[config.mk]
export PLATFORM = sky130hd
export DESIGN_NAME = pipeline_run_ctrl
export DESIGN_NICKNAME = d
export VERILOG_FILES = /design/src/rtl/pipeline_pkg.sv /design/src/rtl/pc_halt_detect.sv /design/src/rtl/pipeline_run_ctrl.sv
export SDC_FILE = /design/constraint.sdc
export NUM_CORES = 1
export LEC_CHECK = 0
export ABC_AREA = 1
export CELL_PAD_IN_SITES_DETAIL_PLACEMENT = 0
export CELL_PAD_IN_SITES_GLOBAL_PLACEMENT = 2
export CORE_MARGIN = 5
export CORE_UTILIZATION = 27
export DETAILED_ROUTE_END_ITERATION = 8
export HOLD_SLACK_MARGIN = 0.1
export PLACE_DENSITY_LB_ADDON = 0.1
export SKIP_CTS_REPAIR_TIMING = 1
export SLEW_MARGIN = 20
export SYNTH_ARGS = -nofsm -noshare
export SYNTH_HDL_FRONTEND = slang
export SYNTH_SLANG_ARGS = --single-unit
[constraint.sdc]
create_clock -name clk -period 2.46 [get_ports clk]
set_clock_uncertainty 0.05 [all_clocks]
set_input_delay 0.615 -clock clk [delete_from_list [all_inputs] [get_ports clk]]
set_output_delay 0.615 -clock clk [all_outputs]
set_load 0.05 [all_outputs]
[src/rtl/pipeline_pkg.sv]
// Shared definitions for the pipeline run controller.
// Contents:
//   run_state_t   - controller states IDLE, RESET, RUN, DONE
//   DEFAULT_CNT_W - default width of the cycle and retire counters
package pipeline_pkg;

    typedef enum logic [1:0] {
        IDLE  = 2'd0,
        RESET = 2'd1,
        RUN   = 2'd2,
        DONE  = 2'd3
    } run_state_t;

    localparam int DEFAULT_CNT_W = 16;

endpackage

[src/rtl/pc_halt_detect.sv]
// Halt detector for the controlled core.
// It watches the fetch PC while sampling is enabled. A halt is reported
// once HALT_STABLE consecutive samples carry the same PC.
// Ports:
//   clk       - clock, rising edge
//   rst       - synchronous active-high reset
//   clear     - forgets the PC history (used when a new run starts)
//   sample_en - high on cycles whose PC must be observed
//   pc        - fetch PC of the core
//   halt      - high in the sample cycle that completes the stable run
module pc_halt_detect #(
    parameter int ADDR_W      = 32,
    parameter int HALT_STABLE = 4
) (
    input  logic              clk,
    input  logic              rst,
    input  logic              clear,
    input  logic              sample_en,
    input  logic [ADDR_W-1:0] pc,
    output logic              halt
);

    localparam int SW = $clog2(HALT_STABLE) + 1;
    localparam logic [SW-1:0] CNT_LAST = SW'(HALT_STABLE - 1);
    localparam logic [SW-1:0] CNT_FIRE = SW'(HALT_STABLE - 2);

    logic [ADDR_W-1:0] last_pc;
    logic              last_valid;
    logic [SW-1:0]     stable_cnt;
    logic              pc_same;

    // The first sample after a clear only loads the history; it cannot
    // match a stale PC left over from an earlier run.
    assign pc_same = last_valid && (pc == last_pc);

    // stable_cnt counts matches against the previous sample, so it reaches
    // HALT_STABLE-1 when HALT_STABLE samples in a row are equal.
    always_ff @(posedge clk) begin
        if (rst || clear) begin
            last_pc    <= '0;
            last_valid <= 1'b0;
            stable_cnt <= '0;
        end else if (sample_en) begin
            last_pc    <= pc;
            last_valid <= 1'b1;
            if (!pc_same) begin
                stable_cnt <= '0;
            end else if (stable_cnt != CNT_LAST) begin
                stable_cnt <= stable_cnt + SW'(1);
            end
        end
    end

    // Combinational so the controller can stop in the same cycle the
    // count becomes HALT_STABLE-1.
    assign halt = sample_en && pc_same && (stable_cnt == CNT_FIRE);

endmodule

[src/rtl/pipeline_run_ctrl.sv]
// Run controller for a pipelined core: holds the core in reset for a fixed
// number of cycles after start, lets it run, and stops it when it halts
// (PC stable), exceeds its cycle budget, or is aborted.
// Optional feature: define PIPELINE_RUN_CTRL_RETIRE_EN to count retired
// instructions; otherwise retire_cnt_o is 0 and retire_i is ignored.
// Ports:
//   clk, rst          - clock and synchronous active-high reset
//   start_i           - pulse requesting a run (accepted in IDLE or DONE)
//   abort_i           - stops RESET/RUN, returning to IDLE
//   pc_i              - fetch PC of the core (halt detection)
//   retire_i          - pulse per retired instruction
//   core_rst_o        - reset to the core
//   core_en_o         - run permission to the core
//   busy_o, done_o    - state indications
//   halted_o          - run ended by a stable PC
//   timeout_o         - run ended by the cycle budget
//   cycle_cnt_o       - RUN cycles of the current/last run (saturating)
//   retire_cnt_o      - retired instructions during RUN (saturating)
module pipeline_run_ctrl
    import pipeline_pkg::*;
#(
    parameter int RST_CYCLES  = 2,
    parameter int RUN_CYCLES  = 50,
    parameter int HALT_STABLE = 4,
    parameter int ADDR_W      = 32,
    parameter int CNT_W       = DEFAULT_CNT_W
) (
    input  logic              clk,
    input  logic              rst,
    input  logic              start_i,
    input  logic              abort_i,
    input  logic [ADDR_W-1:0] pc_i,
    input  logic              retire_i,
    output logic              core_rst_o,
    output logic              core_en_o,
    output logic              busy_o,
    output logic              done_o,
    output logic              halted_o,
    output logic              timeout_o,
    output logic [CNT_W-1:0]  cycle_cnt_o,
    output logic [CNT_W-1:0]  retire_cnt_o
);

    localparam int RW = $clog2(RST_CYCLES) + 1;
    localparam logic [RW-1:0]    RST_LAST = RW'(RST_CYCLES - 1);
    localparam logic [CNT_W-1:0] RUN_LAST = CNT_W'((RUN_CYCLES == 0) ? 0 : RUN_CYCLES - 1);

    run_state_t    state;
    run_state_t    next_state;
    logic [RW-1:0] rst_cnt;
    logic          start_accept;
    logic          run_step;
    logic          timeout_hit;
    logic          halt;

    assign start_accept = start_i && ((state == IDLE) || (state == DONE));
    // A RUN cycle that is not aborted advances counters and may finish.
    assign run_step     = (state == RUN) && !abort_i;
    assign timeout_hit  = (RUN_CYCLES != 0) && (cycle_cnt_o == RUN_LAST);

    pc_halt_detect #(
        .ADDR_W      (ADDR_W),
        .HALT_STABLE (HALT_STABLE)
    ) u_halt (
        .clk       (clk),
        .rst       (rst),
        .clear     (start_accept),
        .sample_en (run_step),
        .pc        (pc_i),
        .halt      (halt)
    );

    // Abort wins over halt/timeout; start is only honoured in IDLE/DONE.
    always_comb begin
        next_state = state;
        case (state)
            IDLE:  if (start_i) next_state = RESET;
            RESET: begin
                if (abort_i) begin
                    next_state = IDLE;
                end else if (rst_cnt == RST_LAST) begin
                    next_state = RUN;
                end
            end
            RUN: begin
                if (abort_i) begin
                    next_state = IDLE;
                end else if (halt || timeout_hit) begin
                    next_state = DONE;
                end
            end
            DONE:  if (start_i) next_state = RESET;
            default: next_state = IDLE;
        endcase
    end

    // Outputs are registered from the next state so they line up with it.
    always_ff @(posedge clk) begin
        if (rst) begin
            state       <= IDLE;
            rst_cnt     <= '0;
            core_rst_o  <= 1'b1;
            core_en_o   <= 1'b0;
            busy_o      <= 1'b0;
            done_o      <= 1'b0;
            halted_o    <= 1'b0;
            timeout_o   <= 1'b0;
            cycle_cnt_o <= '0;
        end else begin
            state      <= next_state;
            rst_cnt    <= ((state == RESET) && (next_state == RESET)) ? rst_cnt + RW'(1) : '0;
            core_rst_o <= (next_state == IDLE) || (next_state == RESET);
            core_en_o  <= (next_state == RUN);
            busy_o     <= (next_state == RESET) || (next_state == RUN);
            done_o     <= (next_state == DONE);
            if (start_accept) begin
                cycle_cnt_o <= '0;
                halted_o    <= 1'b0;
                timeout_o   <= 1'b0;
            end else if (run_step) begin
                if (cycle_cnt_o != '1) begin
                    cycle_cnt_o <= cycle_cnt_o + CNT_W'(1);
                end
                if (halt || timeout_hit) begin
                    halted_o  <= halt;
                    timeout_o <= timeout_hit;
                end
            end
        end
    end

`ifdef PIPELINE_RUN_CTRL_RETIRE_EN
    logic [CNT_W-1:0] retire_cnt;

    // Retirements count only in non-aborted RUN cycles and saturate.
    always_ff @(posedge clk) begin
        if (rst || start_accept) begin
            retire_cnt <= '0;
        end else if (run_step && retire_i && (retire_cnt != '1)) begin
            retire_cnt <= retire_cnt + CNT_W'(1);
        end
    end

    assign retire_cnt_o = retire_cnt;
`else
    logic unused_retire;

    assign unused_retire = retire_i;
    assign retire_cnt_o  = '0;
`endif

endmodule

==> metrics.log, run 1 <==
[metrics] Maximum Capacitance Violations: 0
[metrics] Setup crit start: cycle_cnt_o[13]
[metrics] Layout Area Growth over Synthesis: 38.29%
[metrics] number of global-route vias before repair: 2,963
[metrics] die width: 121.5 um
[metrics] largest cells by area after synthesis: sky130_fd_sc_hd__dfxtp_1 37%, sky130_fd_sc_hd__nand2_1 12%, sky130_fd_sc_hd__inv_1 9.1%
[metrics] source of the worst register-to-register timing path: u_halt.last_pc[23]
[metrics] Synth warnings: 0
[metrics] min-delay worst type: flop to flop
[metrics] net switching power: 0.7917 mW
[metrics] ratio of cells with drive above 1 in the final layout: 0.1317
[metrics] total of endpoints with negative setup slack in the final report: 0
[metrics] largest net degree at the start of global routing: 53
[metrics] largest driver fanout on the critical path: 6
[metrics] Leakage: 2.140 nW
[metrics] worst setup path category: flop to primary output
[metrics] first-pass detailed-route iteration total: 4
[metrics] total global-route track usage: 0.1252
[metrics] count of final max-slew check failures: 0
[metrics] final setup TNS: 0 ps
[metrics] antenna-violating nets left: 0
[metrics] maximum ir drop on the vdd rail: 0.3174 mV
[metrics] internal cell power: 1.966 mW
[metrics] category of cells accounting for the largest share of critical-path delay: buffers and inverters
[metrics] number of rows created at floorplan: 40
[metrics] cell type with the highest aggregate area in the netlist: sky130_fd_sc_hd__dfxtp_1
[metrics] total standard cell area after synthesis: 3356 sq um
[metrics] insertion delay to the later sink of the worst-skew pair: 330 ps
[metrics] half-perimeter wire length after detailed placement: 6.524 mm
[metrics] arrival time of the worst setup path: 1650 ps
[metrics] first-pass GRT wire length: 14.41 mm
[metrics] total cell area at the placement stage: 4190 sq um
[metrics] total number of nets in the final design: 623
[metrics] total detailed-routing wirelength: 9.013 mm
[metrics] global placer's final weighted congestion: 0.8162
[metrics] number of vias in the routed layout: 3,166
[metrics] DRC viols: 0
[metrics] power density of the placed cells: 594.3 nW/um^2
[metrics] Congestion Overflow GR: 0
[metrics] Peak Freq: 431.7 MHz
[metrics] maximum root-to-sink buffer count: 2
[metrics] Std-Cell Core Area: 12,110 sq um
[metrics] part of the total power dissipated in combinational logic: 0.198
[metrics] number of vias per cell: 4.244
[metrics] starting density of the core: 0.2771
[metrics] part of the power in the clock network: 0.423
[metrics] H-tree levels: 3
[metrics] Buffers on Ports: 57
[metrics] TritonCTS clock tree: done
[metrics] post-route cell area: 4641 sq um
[metrics] crit-path max cell delay: 860 ps
[metrics] number of clock sinks: 62
[metrics] unrepaired setup endpoints after global routing: no
[metrics] Gate Count Post-Synth: 495
[metrics] share of the synthesized area in the top cell type: 0.3699
[metrics] clock slew seen by the registers of the worst setup and hold paths: 50 ps
[metrics] Synth cell types: 39
[metrics] Critical Path Sink Type: primary output
[metrics] worst relative slew slack: 0.6277
[metrics] EDFF count, synth: 0
[metrics] asr flop ratio synth: 0
[metrics] register share of total power: 0.379
[metrics] main flop type after synthesis: sky130_fd_sc_hd__dfxtp_1
[metrics] final worst path period share: 0.9416
[metrics] critical path cell sequence: clkdlybuf4s50_1
[metrics] startpoint of the most critical hold path: rst_cnt[0]
[metrics] critical path's slowest cell: sky130_fd_sc_hd__clkdlybuf4s50_1
[metrics] fraction of power spent switching nets: 0.2870
[metrics] number of antenna violations at the first check in global routing: 1
[metrics] IO Count: 75
[metrics] Worst setup SP type: flop
[metrics] synthesized flop and latch total: 62
[metrics] CTS buffer count: 9
[metrics] minimum clock period: 2316 ps
[metrics] Die Y-Extent: 121.5 um
[metrics] critical path data required time: 1790 ps
[metrics] DRC violation total after the first TritonRoute iteration: 127
[metrics] die outline area: 14,760 sq um
[metrics] clock root buffer: sky130_fd_sc_hd__clkbuf_16
[metrics] Tightest Pin Transition: 557.8 ps
[metrics] mean instance size in the synthesized netlist: 6.779 sq um
[metrics] Bufs and invs on worst path: 1
[metrics] final hold vios: 0
[metrics] proportion of synthesized chip area in sequential cells: 0.3699
[metrics] status: finished, final reports clean
[metrics] WL/cell: 12.08 um
## cell type report
class,instances,area (sq um)
Timing Repair Buffer,82,840.8
Fill cell,1314,7471
Tap cell,168,210.2
Inverter,83,311.5
Clock inverter,1,5.005
Sequential cell,62,1241
Multi-Input combinational cell,335,1765
Antenna cell,1,2.502
Clock buffer,14,264.0
## power groups by stage
stage	Combinational, mW	Sequential [mW]	Clock (mW)
floorplan	0.291	1.12	0
global placement	0.537	1.07	0
detailed placement	0.541	1.06	0
CTS	0.547	1.04	1.22
global route	0.608	1.05	1.26
finish	0.547	1.04	1.17
## cells in the final DEF (no fill, tap or decap), types with 4 or more instances in the layout
cell type                           n
sky130_fd_sc_hd__nand3_1           11
sky130_fd_sc_hd__clkbuf_16          9
sky130_fd_sc_hd__o21ai_0           38
sky130_fd_sc_hd__nand2_2            8
sky130_fd_sc_hd__a21oi_1           49
sky130_fd_sc_hd__nand4_1            5
sky130_fd_sc_hd__dfxtp_1           62
sky130_fd_sc_hd__nor4_1             5
sky130_fd_sc_hd__o21ai_1            5
sky130_fd_sc_hd__nand3_2            4
sky130_fd_sc_hd__nor3_1             5
sky130_fd_sc_hd__inv_2              5
sky130_fd_sc_hd__buf_4             25
sky130_fd_sc_hd__dlymetal6s2s_1    33
sky130_fd_sc_hd__nor2_1            35
sky130_fd_sc_hd__clkdlybuf4s50_1   24
sky130_fd_sc_hd__conb_1            16
sky130_fd_sc_hd__nor2_2             9
sky130_fd_sc_hd__nand2_1          105
sky130_fd_sc_hd__inv_1             77
sky130_fd_sc_hd__ha_1              12
## path summary, 6_finish.rpt
path / end / slack, ps / cells past startpoint
worst max register to register: core_rst_o / 230 / 15
worst min register to register: rst_cnt[0] / 380 / 1
worst min-delay path: rst_cnt[0] / 380 / 1
worst max-delay path: cycle_cnt_o[13] / 140 / 1
## synthesized netlist by cell type (2+ instances only)
cell type and number:
sky130_fd_sc_hd__a21oi_1 49, sky130_fd_sc_hd__o21ai_1 3, sky130_fd_sc_hd__ha_1 13, sky130_fd_sc_hd__xor2_1 3, sky130_fd_sc_hd__nor3_1 6, sky130_fd_sc_hd__buf_4 17
sky130_fd_sc_hd__clkbuf_1 11, sky130_fd_sc_hd__xnor2_1 4, sky130_fd_sc_hd__o31ai_1 2, sky130_fd_sc_hd__nor2_1 44, sky130_fd_sc_hd__dfxtp_1 62, sky130_fd_sc_hd__nor4_1 6
sky130_fd_sc_hd__nand3_1 14, sky130_fd_sc_hd__inv_1 81, sky130_fd_sc_hd__o21ai_0 40, sky130_fd_sc_hd__nand2_1 110, sky130_fd_sc_hd__nand2_2 3, sky130_fd_sc_hd__or2_2 2
sky130_fd_sc_hd__nand4_1 5
## layer usage
layer	vias up	wire length [um]	GRT usage
met5	-	0	0
met4	0	154	0.05462
met3	10	352	0.03310
met2	46	4362	0.2038
met1	1424	4144	0.1549
li1	1686	-	-
## logic make-up after synthesis
kind of cell / count (synthesis) / synth area share
AND/OR/NAND/NOR: 200 / 0.2580
buffers and inverters: 113 / 0.1480
AO/OA/AOI/OAI: 99 / 0.1562
flip-flops: 62 / 0.3699
adder cells (fa/ha/maj): 13 / 0.04847
XOR/XNOR: 7 / 0.01827
other: 1 / 0.001117
## state kept, by name, summed over array words and instances (netlist names), 2 cells and up
name               flops
cycle_cnt_o           16
state                  2
rst_cnt                2
u_halt.stable_cnt      3
u_halt.last_pc        32
## per-stage QoR
stage / cells / hold slack (ps) / power [mW] / setup slack [ps] / util
floorplan: 510 / 353.8 / 1.413 / 190.9 / -
global placement: 729 / 362.0 / 1.602 / -578.4 / 0.3460
detailed placement: 729 / 378.6 / 1.606 / -627.6 / 0.3460
CTS: 744 / 386.2 / 2.813 / -281.3 / 0.3682
global route: 745 / 404.9 / 2.917 / 1.913 / 0.3830
finish: 746 / 379.8 / 2.758 / 143.7 / 0.3832
No activity file was read; power rests on OpenSTA's default activity.
==> inputs of run 2 (changes only) <==
--- a/config.mk
+++ b/config.mk
@@ -11,4 +11,5 @@
 export CORE_MARGIN = 5
 export CORE_UTILIZATION = 27
+export CTS_CLUSTER_SIZE = 16
 export DETAILED_ROUTE_END_ITERATION = 8
 export HOLD_SLACK_MARGIN = 0.1
--- a/constraint.sdc
+++ b/constraint.sdc
@@ -3,3 +3,3 @@
 set_input_delay 0.615 -clock clk [delete_from_list [all_inputs] [get_ports clk]]
 set_output_delay 0.615 -clock clk [all_outputs]
-set_load 0.05 [all_outputs]
+set_load 0.02 [all_outputs]
==> results of run 2 <==
The final DEF is identical to that of run 1. Status: finished, final reports clean.
Main changes from that run: setup slack after layout 143.7 ps -> 160.8 ps; start point of the critical path cycle_cnt_o[13] -> pc_i[23]; end point of the critical path cycle_cnt_o[13] -> core_rst_o; total power 2.758 mW -> 2.692 mW; worst IR drop on VDD 0.3174 mV -> 0.2476 mV
==> inputs of run 3 (changes only) <==
- CELL_PAD_IN_SITES_GLOBAL_PLACEMENT: 2 -> 1
- CORE_UTILIZATION: 27 -> 35
==> metrics.log, run 3 (synthesis gave the netlist of run 1 again) <==
[metrics] minimum clock period: 2290 ps
[metrics] clock root buffer: sky130_fd_sc_hd__clkbuf_8
[metrics] flip-flop count of the largest register after layout: 32 (unchanged)
[metrics] worst setup path category: input pin to flop
[metrics] number of clock sinks: 62 (unchanged)
[metrics] Peak Freq: 436.8 MHz
[metrics] total area of multi-input combinational cells: 1745 sq um (-1.1%)
[metrics] antenna-violating nets left: 0 (unchanged)
[metrics] count of filler cells inserted in the layout: 973 (-26%)
[metrics] most used cells in the layout excluding fill and tap cells: 106 x sky130_fd_sc_hd__nand2_1, 77 x sky130_fd_sc_hd__inv_1, 62 x sky130_fd_sc_hd__dfxtp_1, 49 x sky130_fd_sc_hd__a21oi_1, 39 x sky130_fd_sc_hd__o21ai_0
[metrics] Critical Path Sink Type: flop
[metrics] total of endpoints with negative setup slack in the final report: 0 (unchanged)
[metrics] crit-path max cell delay: 490 ps
[metrics] TritonCTS clock tree: done
[metrics] insertion delay to the later sink of the worst-skew pair: 340 ps (about the same)
[metrics] global placer's final weighted congestion: 0.8500 (+4.1%)
[metrics] most frequent standard cell in the layout excluding fill and tap cells: sky130_fd_sc_hd__nand2_1
[metrics] number of vias per cell: 4.502 (+6.1%)
[metrics] overall power of the completed layout: 2.539 mW
[metrics] met3 routed WL: 426 um (+21%)
[metrics] DRC viols: 0 (unchanged)
[metrics] category of cells accounting for the largest share of critical-path delay: simple AND/OR/NAND/NOR gates
[metrics] antenna cells: 0 (-1)
[metrics] ratio of cells with drive above 1 in the final layout: 0.1285 (-0.003244)
[metrics] total detailed-routing wirelength: 8.300 mm (-7.9%)
[metrics] unrepaired setup endpoints after global routing: no
[metrics] first-pass GRT wire length: 13.74 mm (-4.6%)
[metrics] IO Count: 75 (unchanged)
[metrics] critical path cell sequence: clkdlybuf4s50_1, xnor2_1, nand3_1, nor3_2, nand3_2, nand3_2, nand2_2, nand2_2, inv_2, ha_1, or3_1
[metrics] number of antenna violations at the first check in global routing: 0 (-1)
[metrics] die width: 107.9 um (-11%)
[metrics] WL/cell: 11.77 um (-2.6%)
[metrics] most flop-heavy register: u_halt.last_pc
[metrics] count of final max-slew check failures: 0 (unchanged)
[metrics] Layout Area Growth over Synthesis: 34.19%
[metrics] number of rows created at floorplan: 35 (-13%)
[metrics] largest driver fanout on the critical path: 3
[metrics] area used by sequential logic in the layout: 1241 sq um (unchanged)
[metrics] number of vias in the routed layout: 3,174 (+0.25%)
[metrics] H-tree levels: 3 (unchanged)
[metrics] number of global-route vias before repair: 3,046 (+2.8%)
[metrics] Die Y-Extent: 107.9 um (-11%)
[metrics] DRC violation total after the first TritonRoute iteration: 93 (-27%)
[metrics] final hold vios: 0 (unchanged)
[metrics] FF-to-FF path depth: 10 (-5)
[metrics] final setup TNS: 0 ps (unchanged)
[metrics] min-delay worst type: flop to flop
[metrics] Maximum Capacitance Violations: 0 (unchanged)
[metrics] total global-route track usage: 0.1480 (+0.02284)
[metrics] critical path data required time: 2640 ps
[metrics] final worst path period share: 0.9307
[metrics] status: finished, final reports clean
[metrics] Post-Route M1 WL: 3.642 mm (-12%)
[metrics] Bufs and invs on worst path: 2
[metrics] Buffers on Ports: 57 (unchanged)
[metrics] hold-critical path depth: 1 (unchanged)
[metrics] starting density of the core: 0.3615 (+0.08439)
[metrics] number of cells on the critical path: 11
[metrics] half-perimeter wire length after detailed placement: 6.080 mm (-6.8%)
[metrics] biggest regs: u_halt.last_pc: 32 flops, cycle_cnt_o: 16 flops, u_halt.stable_cnt: 3 flops
[metrics] maximum root-to-sink buffer count: 2 (unchanged)
[metrics] Worst setup SP type: input pin
[metrics] clock slew seen by the registers of the worst setup and hold paths: 80 ps (+30 ps)
[metrics] uppermost metal layer occupied by signal nets: met4
[metrics] largest net degree at the start of global routing: 39 (-26%)
[metrics] Congestion Overflow GR: 0 (unchanged)
[metrics] maximum ir drop on the vdd rail: 0.3452 mV
[metrics] Std-Cell Core Area: 9284 sq um (-23%)
[metrics] met2 wire len: 4.161 mm (-4.6%)
[metrics] critical path's slowest cell: sky130_fd_sc_hd__clkdlybuf4s50_1
[metrics] first-pass detailed-route iteration total: 4 (unchanged)
[metrics] Leakage: 2.073 nW (-3.1%)
[metrics] final design utilization: 0.4850 (+0.1019)
[metrics] CTS buffer count: 9 (unchanged)
[metrics] total number of nets in the final design: 621 (-0.32%)
[metrics] power density of the placed cells: 563.8 nW/um^2
[metrics] arrival time of the worst setup path: 2470 ps
[metrics] die outline area: 11,650 sq um (-21%)
[run 3: where the power goes]
part           switching (mW)  leakage [nW]  internal, mW
Clock                   0.430         0.109         0.573
Combinational           0.275          1.46         0.217
Sequential             0.0112         0.500          1.03
Total                   0.717          2.07          1.82
[run 3: per-stage QoR]
stage	hold WS [ps]	std cells	area, sq um	setup WS [ps]
2_1_floorplan	353.8	510	3412	194.0
3_3_place_gp	362.9	689	4134	-527.8
3_5_place_dp	373.3	689	4134	-563.3
4_1_cts	385.8	705	4357	-199.8
5_1_grt	424.2	705	4503	15.49
6_report	395.8	705	4503	170.4
[run 3: area by class of cell]
type | instances | area share
inverters | 83 | 0.06919
multi-input cells | 335 | 0.3876
repair buffers | 80 | 0.1823
clock inverters | 7 | 0.02195
flip-flops and latches | 62 | 0.2756
well taps | 129 | 0.03584
clock buffers | 9 | 0.02751
[run 3: per-layer routing]
| metal | global-route usage | up-vias |
|---|---|---|
| li1 | - | 1680 |
| met1 | 0.1763 | 1433 |
| met2 | 0.2531 | 54 |
| met3 | 0.04739 | 7 |
| met4 | 0.04599 | 0 |
| met5 | 0 | - |
[run 3: worst register-to-register path, stage by stage, from the launching register on]
cell	delay, ps
sky130_fd_sc_hd__dfxtp_1	390
sky130_fd_sc_hd__ha_1	180
sky130_fd_sc_hd__nand2_2	90
sky130_fd_sc_hd__nor4_4	240
sky130_fd_sc_hd__nand4_1	250
sky130_fd_sc_hd__nand3_2	130
sky130_fd_sc_hd__nand2_2	70
sky130_fd_sc_hd__nand2_2	80
sky130_fd_sc_hd__inv_2	40
sky130_fd_sc_hd__ha_1	180
sky130_fd_sc_hd__or3_1	360
[run 3: final timing paths]
kind,endpoint,start,slack (ps)
max reg2reg,core_rst_o,state[1],290
max,core_rst_o,pc_i[12],170
min,rst_cnt[0],rst_cnt[0],400
min reg2reg,rst_cnt[0],rst_cnt[0],400
